$ cat src/rtl/div_ratio_meter.sv
// div_ratio_meter: measures a divided clock clk_div against its source clk_in.
// It runs over a window of WIN clk_div periods and reports:
//   - the total number of clk_in cycles,
//   - how many periods were short (LO_P), long (HI_P) or illegal,
//   - the last measured period,
//   - whether the window was aborted because the period counter saturated.
// Optional macro DIV_RATIO_SYNC_EN adds a 2-flop synchronizer on clk_div so
// that it may come from an asynchronous source.
//
// state | meaning
// IDLE  | results held, waiting for start
// ARM   | waiting for the first clk_div rise (pc counts the wait)
// MEAS  | measuring periods, pc counts clk_in cycles since the last rise
// FIN   | done pulse, results valid
module div_ratio_meter #(
    parameter int WIN   = 10,
    parameter int LO_P  = 8,
    parameter int HI_P  = 9,
    parameter int CNT_W = 8,
    parameter int TOT_W = 16
) (
    input  logic             clk_in,
    input  logic             rst,
    input  logic             clk_div,
    input  logic             start,
    output logic             busy,
    output logic             done,
    output logic [TOT_W-1:0] total_cycles,
    output logic [7:0]       n_lo,
    output logic [7:0]       n_hi,
    output logic [7:0]       n_err,
    output logic [CNT_W-1:0] last_period,
    output logic             timeout
);

    localparam logic [1:0] IDLE = 2'd0;
    localparam logic [1:0] ARM  = 2'd1;
    localparam logic [1:0] MEAS = 2'd2;
    localparam logic [1:0] FIN  = 2'd3;

    localparam logic [CNT_W-1:0] PC_MAX    = '1;
    localparam logic [CNT_W-1:0] PC_SAT_M1 = {{(CNT_W-1){1'b1}}, 1'b0};
    localparam logic [CNT_W-1:0] LO_V      = CNT_W'(LO_P);
    localparam logic [CNT_W-1:0] HI_V      = CNT_W'(HI_P);
    localparam logic [7:0]       WIN_V     = 8'(WIN);

    logic [1:0]       state;
    logic [CNT_W-1:0] pc;
    logic [7:0]       k;
    logic [7:0]       k_nxt;
    logic             div_smp;
    logic             d1;
    logic             rise;
    logic             accept;

`ifdef DIV_RATIO_SYNC_EN
    logic div_s1;
    logic div_s2;

    // Two-flop synchronizer for an asynchronous clk_div.
    always_ff @(posedge clk_in or negedge rst) begin
        if (!rst) begin
            div_s1 <= 1'b0;
            div_s2 <= 1'b0;
        end else begin
            div_s1 <= clk_div;
            div_s2 <= div_s1;
        end
    end

    assign div_smp = div_s2;
`else
    assign div_smp = clk_div;
`endif

    // Edge history for rising-edge detection of the sampled divided clock.
    always_ff @(posedge clk_in or negedge rst) begin
        if (!rst) d1 <= 1'b0;
        else      d1 <= div_smp;
    end

    assign rise   = div_smp & ~d1;
    assign k_nxt  = k + 8'd1;
    // A start coinciding with the done pulse is taken, since the FSM is idle
    // from the next cycle anyway.
    assign accept = start && ((state == IDLE) || (state == FIN));
    assign busy   = (state == ARM) || (state == MEAS);
    assign done   = (state == FIN);

    function automatic logic [7:0] sat_inc(input logic [7:0] v);
        return (v == 8'hFF) ? v : v + 8'd1;
    endfunction

    // Measurement FSM, period counter and result accumulation.
    always_ff @(posedge clk_in or negedge rst) begin
        if (!rst) begin
            state        <= IDLE;
            pc           <= '0;
            k            <= '0;
            total_cycles <= '0;
            n_lo         <= '0;
            n_hi         <= '0;
            n_err        <= '0;
            last_period  <= '0;
            timeout      <= 1'b0;
        end else if (accept) begin
            state        <= ARM;
            pc           <= '0;
            k            <= '0;
            total_cycles <= '0;
            n_lo         <= '0;
            n_hi         <= '0;
            n_err        <= '0;
            last_period  <= '0;
            timeout      <= 1'b0;
        end else begin
            case (state)
                ARM: begin
                    if (rise) begin
                        pc    <= CNT_W'(1);
                        state <= MEAS;
                    end else if (pc == PC_SAT_M1) begin
                        pc      <= PC_MAX;
                        timeout <= 1'b1;
                        state   <= FIN;
                    end else begin
                        pc <= pc + CNT_W'(1);
                    end
                end
                MEAS: begin
                    if (rise) begin
                        last_period  <= pc;
                        total_cycles <= total_cycles + TOT_W'(pc);
                        if (pc == LO_V)      n_lo  <= sat_inc(n_lo);
                        else if (pc == HI_V) n_hi  <= sat_inc(n_hi);
                        else                 n_err <= sat_inc(n_err);
                        pc <= CNT_W'(1);
                        k  <= k_nxt;
                        if (k_nxt == WIN_V) state <= FIN;
                    end else if (pc == PC_SAT_M1) begin
                        // The partial period is dropped, not accumulated.
                        pc      <= PC_MAX;
                        timeout <= 1'b1;
                        state   <= FIN;
                    end else begin
                        pc <= pc + CNT_W'(1);
                    end
                end
                FIN:     state <= IDLE;
                default: state <= IDLE;
            endcase
        end
    end

endmodule

$ cat config.mk
export PLATFORM = sky130hd
export DESIGN_NAME = div_ratio_meter
export DESIGN_NICKNAME = d
export VERILOG_FILES = /design/src/rtl/div_ratio_meter.sv
export SDC_FILE = /design/constraint.sdc
export NUM_CORES = 1
export LEC_CHECK = 0
export CORE_MARGIN = 2
export CORE_UTILIZATION = 40
export DETAILED_ROUTE_END_ITERATION = 10
export PLACE_DENSITY = 0.76
export SLEW_MARGIN = 20
export SYNTH_ARGS = -nofsm -noshare
export SYNTH_HDL_FRONTEND = slang
export SYNTH_SLANG_ARGS = --single-unit
$ cat constraint.sdc
create_clock -name clk_in -period 2 [get_ports clk_in]
set_input_delay 0.5 -clock clk_in [delete_from_list [all_inputs] [get_ports clk_in]]
set_output_delay 0.5 -clock clk_in [all_outputs]
set_load 0.02 [all_outputs]
After elaboration in Yosys (flattened, before gate mapping)
Cells that the tools add are included.
{"block": "word_totals", "latchBits": 0, "ff_bits": 68, "input_bits": 4, "memories": 0, "output_inout_bits": 51, "mem_bits_ro": 0, "wordCells": 91, "ramBits": 0}
{"block": "op_classes", "n_mux": 40, "n_addsub": 6, "eq_ne": 17, "div": 0, "n_lt_le_gt_ge": 0, "n_shift": 0, "mul": 0, "bitwise_logic": 2, "reduce_logical": 16}
{"cell": "8-bit two-way mux", "n": 27}
{"cell": "16-bit two-way mux", "n": 3}
{"cell": "8-bit by 1-bit adder with 8-bit output (second input constant)", "n": 5}
{"cell": "8-bit equality test (second input constant)", "n": 4}
{"cell": "8-bit by 4-bit equality test with 1-bit output (second input constant)", "n": 3}
{"cell": "16-bit by 8-bit adder with 16-bit output", "n": 1}
{"cell": "2-bit nonzero test", "n": 6}
{"cell": "2-bit two-way mux", "n": 5}
{"cell": "2-bit != test (second input constant)", "n": 5}
{"cell": "5-bit AND reduction", "n": 2}
{"cell": "2-bit equality test (second input constant)", "n": 2}
{"cell": "1-bit two-way mux", "n": 4}
{"cell": "4-bit by 3-bit != test with 1-bit output (second input constant)", "n": 1}
{"cell": "2-bit case mux with 2 select lines", "n": 1}
{"cell": "4-bit AND reduction", "n": 1}
{"cell": "3-bit AND reduction", "n": 1}
{"cell": "2-bit by 1-bit equality test with 1-bit output (second input constant)", "n": 1}
{"cell": "2-bit logical NOT", "n": 1}
{"cell": "1-bit logical OR", "n": 2}
{"cell": "2-bit by 1-bit != test with 1-bit output (second input constant)", "n": 1}
{"cell": "2-bit AND reduction", "n": 1}
{"cell": "2-bit OR reduction", "n": 1}
{"cell": "1-bit bitwise AND", "n": 1}
{"cell": "1-bit logical AND", "n": 1}
{"cell": "1-bit NOT", "n": 1}

Logic depth before layout (Yosys ltp)
{"block": "logic_depth", "ltp_word": 7, "mapped_depth": 9, "ltp_nobuf": 8}

Least setup slack after synthesis
No wires, ideal clock.
{"block": "synth_timing", "path_type": "reg2reg", "from": "reg total_cycles[0]", "to": "reg total_cycles[10]", "synth_period_minus_slack_ps": 2200, "path_stages_with_launch": 9, "slack_ps": -200, "arrival_time_ps": 2124, "setup_time_ps": 76, "path_buffers": 0, "required_time_ps": 1924, "path_cell_list": "dfrtp_1 -> ha_1 -> inv_1 -> fa_1 -> nand2b_1 -> a21oi_1 -> o311ai_2 -> a2111o_1 -> o21ai_1"}
{"block": "synth_via", "elab_chain_cells": 4}
{"element": "start: declaration", "line_no": "28", "source": "output logic [TOT_W-1:0] total_cycles,"}
{"element": "start signal: assignment", "line_no": "133", "source": "total_cycles <= total_cycles + TOT_W'(pc);"}
{"element": "16-bit by 8-bit adder with 16-bit output", "line_no": "133"}
{"element": "16-bit two-way mux", "line_no": "131", "source": "if (rise) begin"}
{"element": "16-bit two-way mux", "line_no": "117", "source": "case (state)"}
{"element": "16-bit two-way mux", "line_no": "106", "source": "end else if (accept) begin"}
Every way passes these cells. The select of a mux whose other input is x is not followed.
A chain may end at the register's enable or synchronous reset.

Worst setup path after layout
{"block": "layout_timing", "from": "reg pc[0]", "to": "reg total_cycles[8]"}
{"block": "layout_via", "elab_chain_cells": 4}
{"element": "start: declaration", "line_no": "48", "source": "logic [CNT_W-1:0] pc;"}
{"element": "start signal: assignment", "line_no": "127", "source": "pc <= pc + CNT_W'(1);"}
{"element": "start signal: assignment", "line_no": "146", "source": "pc <= pc + CNT_W'(1);"}
{"element": "16-bit by 8-bit adder with 16-bit output", "line_no": "133"}
{"element": "16-bit two-way mux", "line_no": "131"}
{"element": "16-bit two-way mux", "line_no": "117"}
{"element": "16-bit two-way mux", "line_no": "106"}
Every way passes these cells. The select of a mux whose other input is x is not followed.

==> results.md <==
* Post-layout util at 0.545
* Hold Slack at 0.102 ns
* Number of flops mapped to enable cells by yosys at 0
* Die footprint at 10800 sq um
* Status: finished clean
* Die W at 104 um
* CTS tree: built
* H-Tree Depth at 3
* CP Cell Sequence: ha_2 -> inv_2 -> fa_2 -> nand2b_4 -> a21oi_4 -> o311ai_4 -> a2111o_1 -> o21ai_1
* Drt pass-1 iters at 4
* Async SR Flop Fraction at 1.00
* Maximum vdd ir drop at 347 uV
* CP Data Required Time at 2.28 ns
* ANT nets after route at 0
* Final wirelength at 9.68 mm
* Slew @ Worst Pin at 0.808 ns
* Rel. slew slack at 0.460
* Root buffer cell: clkbuf_8
* Post-CTS Hold Buffers at 0
* Mapped Area at 4000 sq um
* Iteration-0 DRC Markers at 196
* Post-synthesis area per instance at 9.27 sq um
* Yosys cell types at 60
* Via count at 3597
* Placeable Area at 9730 sq um
* Crit. End Element: flop
* Mapped Nets at 458
* Ant diodes at 0
* Clock transition at path regs at 0.07 ns
* CP max FO at 7
* Die Y at 104 um
* Rows at 36
* Top_reg_cell synth: dfrtp_1
* Synth Instances at 432
* Kind of critical path: flop to flop
* IO Count at 55
* Vias in the first global route at 3592
* Initial antenna violation count at 0
* Clock net sink count at 68
* Share of cells above drive strength 1 at 0.176
* CP startpoint kind: flop
* Clock Skew at 0.0112 ns
* IO buf count at 54
* CP max-delay cell: a2111o_1
* First-pass GRT wire length at 16.5 mm
* Crit-path max cell delay at 0.40 ns
* Nets at 550
* Initial core utilization at 0.412
* DR WL/cell at 14.6 um
* Final setup viols at 0
* Area delta synth->final at 32.5%
* Clock Tree Buf Depth at 2
* Final period util at 0.995
* Static Leakage at 2.25 nW
* Worst path arrival time at 2.27 ns
* Number of vias per cell at 5.43
* Fmax at 0.502 GHz
* Ys Warns at 0
* CP delay by family, top: compound AO/OA/AOI/OAI gates
* Global placer's final weighted congestion at 0.863
* Max Transition Viols Final at 0
* PD cells at 642 nW/um^2
* Count of final hold-check violations at 0
* Fin area at 5300 sq um
* Post-detail-place hpwl at 7.07 mm
* Post-route DRC violation count at 0
* RSZ-0062 raised after global routing: yes
* Largest net degree at the start of global routing at 32
* Hold WC Path Type: input port to asynchronous set/reset pin
* Post-synthesis register bit count at 68
* CTS Buf Count at 9
* Dpl cell area at 5010 sq um
* Clk_lat worst skew at 0.35 ns
* Worst path buffer plus inverter count at 1
* Total track usage at 0.183
* Sequential fraction of the synthesis area at 0.425
* Total gr overflow at 0
* Tmin final at 1.99 ns
* Max-Cap Viols at 0
==> registers in the layout, summed over array words and instances (netlist names) <==
name	flops
last_period	8
timeout	1
k	8
n_hi	8
state	2
n_lo	8
d1	1
n_err	8
total_cycles	16
pc	8
==> synthesized netlist by cell type, drive strengths merged (2+ instances only) <==
cell type,count,area share
a2111o,3,0.0084
a211o,2,0.0044
a211oi,2,0.0037
a21boi,3,0.0056
a21o,3,0.0056
a21oi,29,0.036
a22o,6,0.013
a31o,3,0.0066
a31oi,3,0.0047
and2,4,0.0062
and3,5,0.0081
and4,3,0.0066
buf,11,0.012
clkbuf,5,0.0047
dfrtp,68,0.42
ha,21,0.066
inv,10,0.0094
mux2i,4,0.010
nand2,57,0.053
nand2b,8,0.013
nand3,20,0.026
nand4,10,0.019
nor2,47,0.045
nor2b,2,0.0031
nor3,10,0.017
nor3b,2,0.0037
nor4,9,0.019
nor4b,6,0.020
o2111ai,2,0.0044
o211ai,3,0.0056
o21ai,23,0.029
o311ai,2,0.0063
o31ai,2,0.0037
or3,4,0.0062
xnor2,24,0.052
xor2,5,0.011
==> cells in the final DEF, fill, tap and decap left out, types with 3 or more instances in the layout <==
cell type,count
a2111o_1,3
a21o_1,3
a21oi_1,28
a22o_1,6
a31o_1,3
a31oi_1,3
and2_1,3
and3_1,4
and4_1,3
buf_4,40
clkbuf_8,10
clkdlybuf4s50_1,48
dfrtp_1,67
dlymetal6s2s_1,3
ha_1,18
inv_1,8
mux2i_1,4
nand2_1,57
nand2b_1,7
nand3_1,18
nand4_1,9
nor2_1,44
nor2_2,3
nor3_1,8
nor4_1,3
nor4_2,5
nor4b_1,3
o211ai_1,3
o21ai_0,19
o21ai_1,4
or3_1,4
xnor2_1,24
xor2_1,5
==> layer usage <==
| metal | vias to the layer above | track usage | share of wire |
|---|---|---|---|
| met5 | - | 0 | 0 |
| met4 | 0 | 0.0936 | 0.027 |
| li1 | 1733 | - | - |
| met3 | 27 | 0.0357 | 0.046 |
| met2 | 105 | 0.297 | 0.47 |
| met1 | 1732 | 0.233 | 0.46 |
==> where the power goes <==
| part | total (mW) | switching (mW) | internal, mW |
|---|---|---|---|
| combinational | 0.819 | 0.520 | 0.299 |
| sequential | 1.44 | 0.0289 | 1.41 |
| clock | 1.15 | 0.539 | 0.607 |
==> what timing repair did <==
| action | CTS | global route |
|---|---|---|
| pin swaps | 5 | 3 |
| gates resized for setup | 6 | 20 |
| setup endpoints to repair | 6 | 29 |
| buffers inserted | 1 | 0 |
==> cell families (layout without fill, tap and decap cells) <==
logic type,count (synthesis),count (layout),share of synthesized area
buf+inv,26,123,0.0263
xor+xnor,29,29,0.0634
fa+ha+maj,22,22,0.0706
flops,68,68,0.425
compound gates,93,93,0.153
simple gates,190,190,0.252
mux,4,4,0.0100
==> stage by stage <==
step | TNS [ns] | setup slack [ns] | power [mW] | instances
after global routing | -0.226 | -0.0608 | 3.58 | 662
after detailed placement | -8.20 | -0.281 | 2.27 | 645
after CTS | 0 | 0.0135 | 3.41 | 662
after global placement | -5.18 | -0.214 | 2.24 | 645
after floorplan | -0.0230 | -0.00765 | 1.92 | 432
final | 0 | 0.00946 | 3.41 | 662
==> layout make-up <==
class	instances	area, sq um
repair buffers	97	888
multi-input cells	338	2310
flip-flops and latches	68	1700
fillers	887	4430
well taps	133	166
clock inverters	6	63.8
inverters	10	37.5
clock buffers	10	138
==> worst paths after layout <==
| check | from | end | slack [ns] | cells after the start |
|---|---|---|---|---|
| setup / recovery | pc[0] | total_cycles[8] | 0.009 | 8 |
| hold / removal | rst | last_period[0] | 0.10 | 1 |
| setup reg to reg | pc[0] | total_cycles[8] | 0.009 | 8 |
| hold reg to reg | timeout | timeout | 0.50 | 2 |
| max in group asynchronous | rst | n_hi[4] | 1.37 | 2 |
| min in group clk_in | timeout | timeout | 0.50 | 2 |
Power figures use the tool's default switching activity.
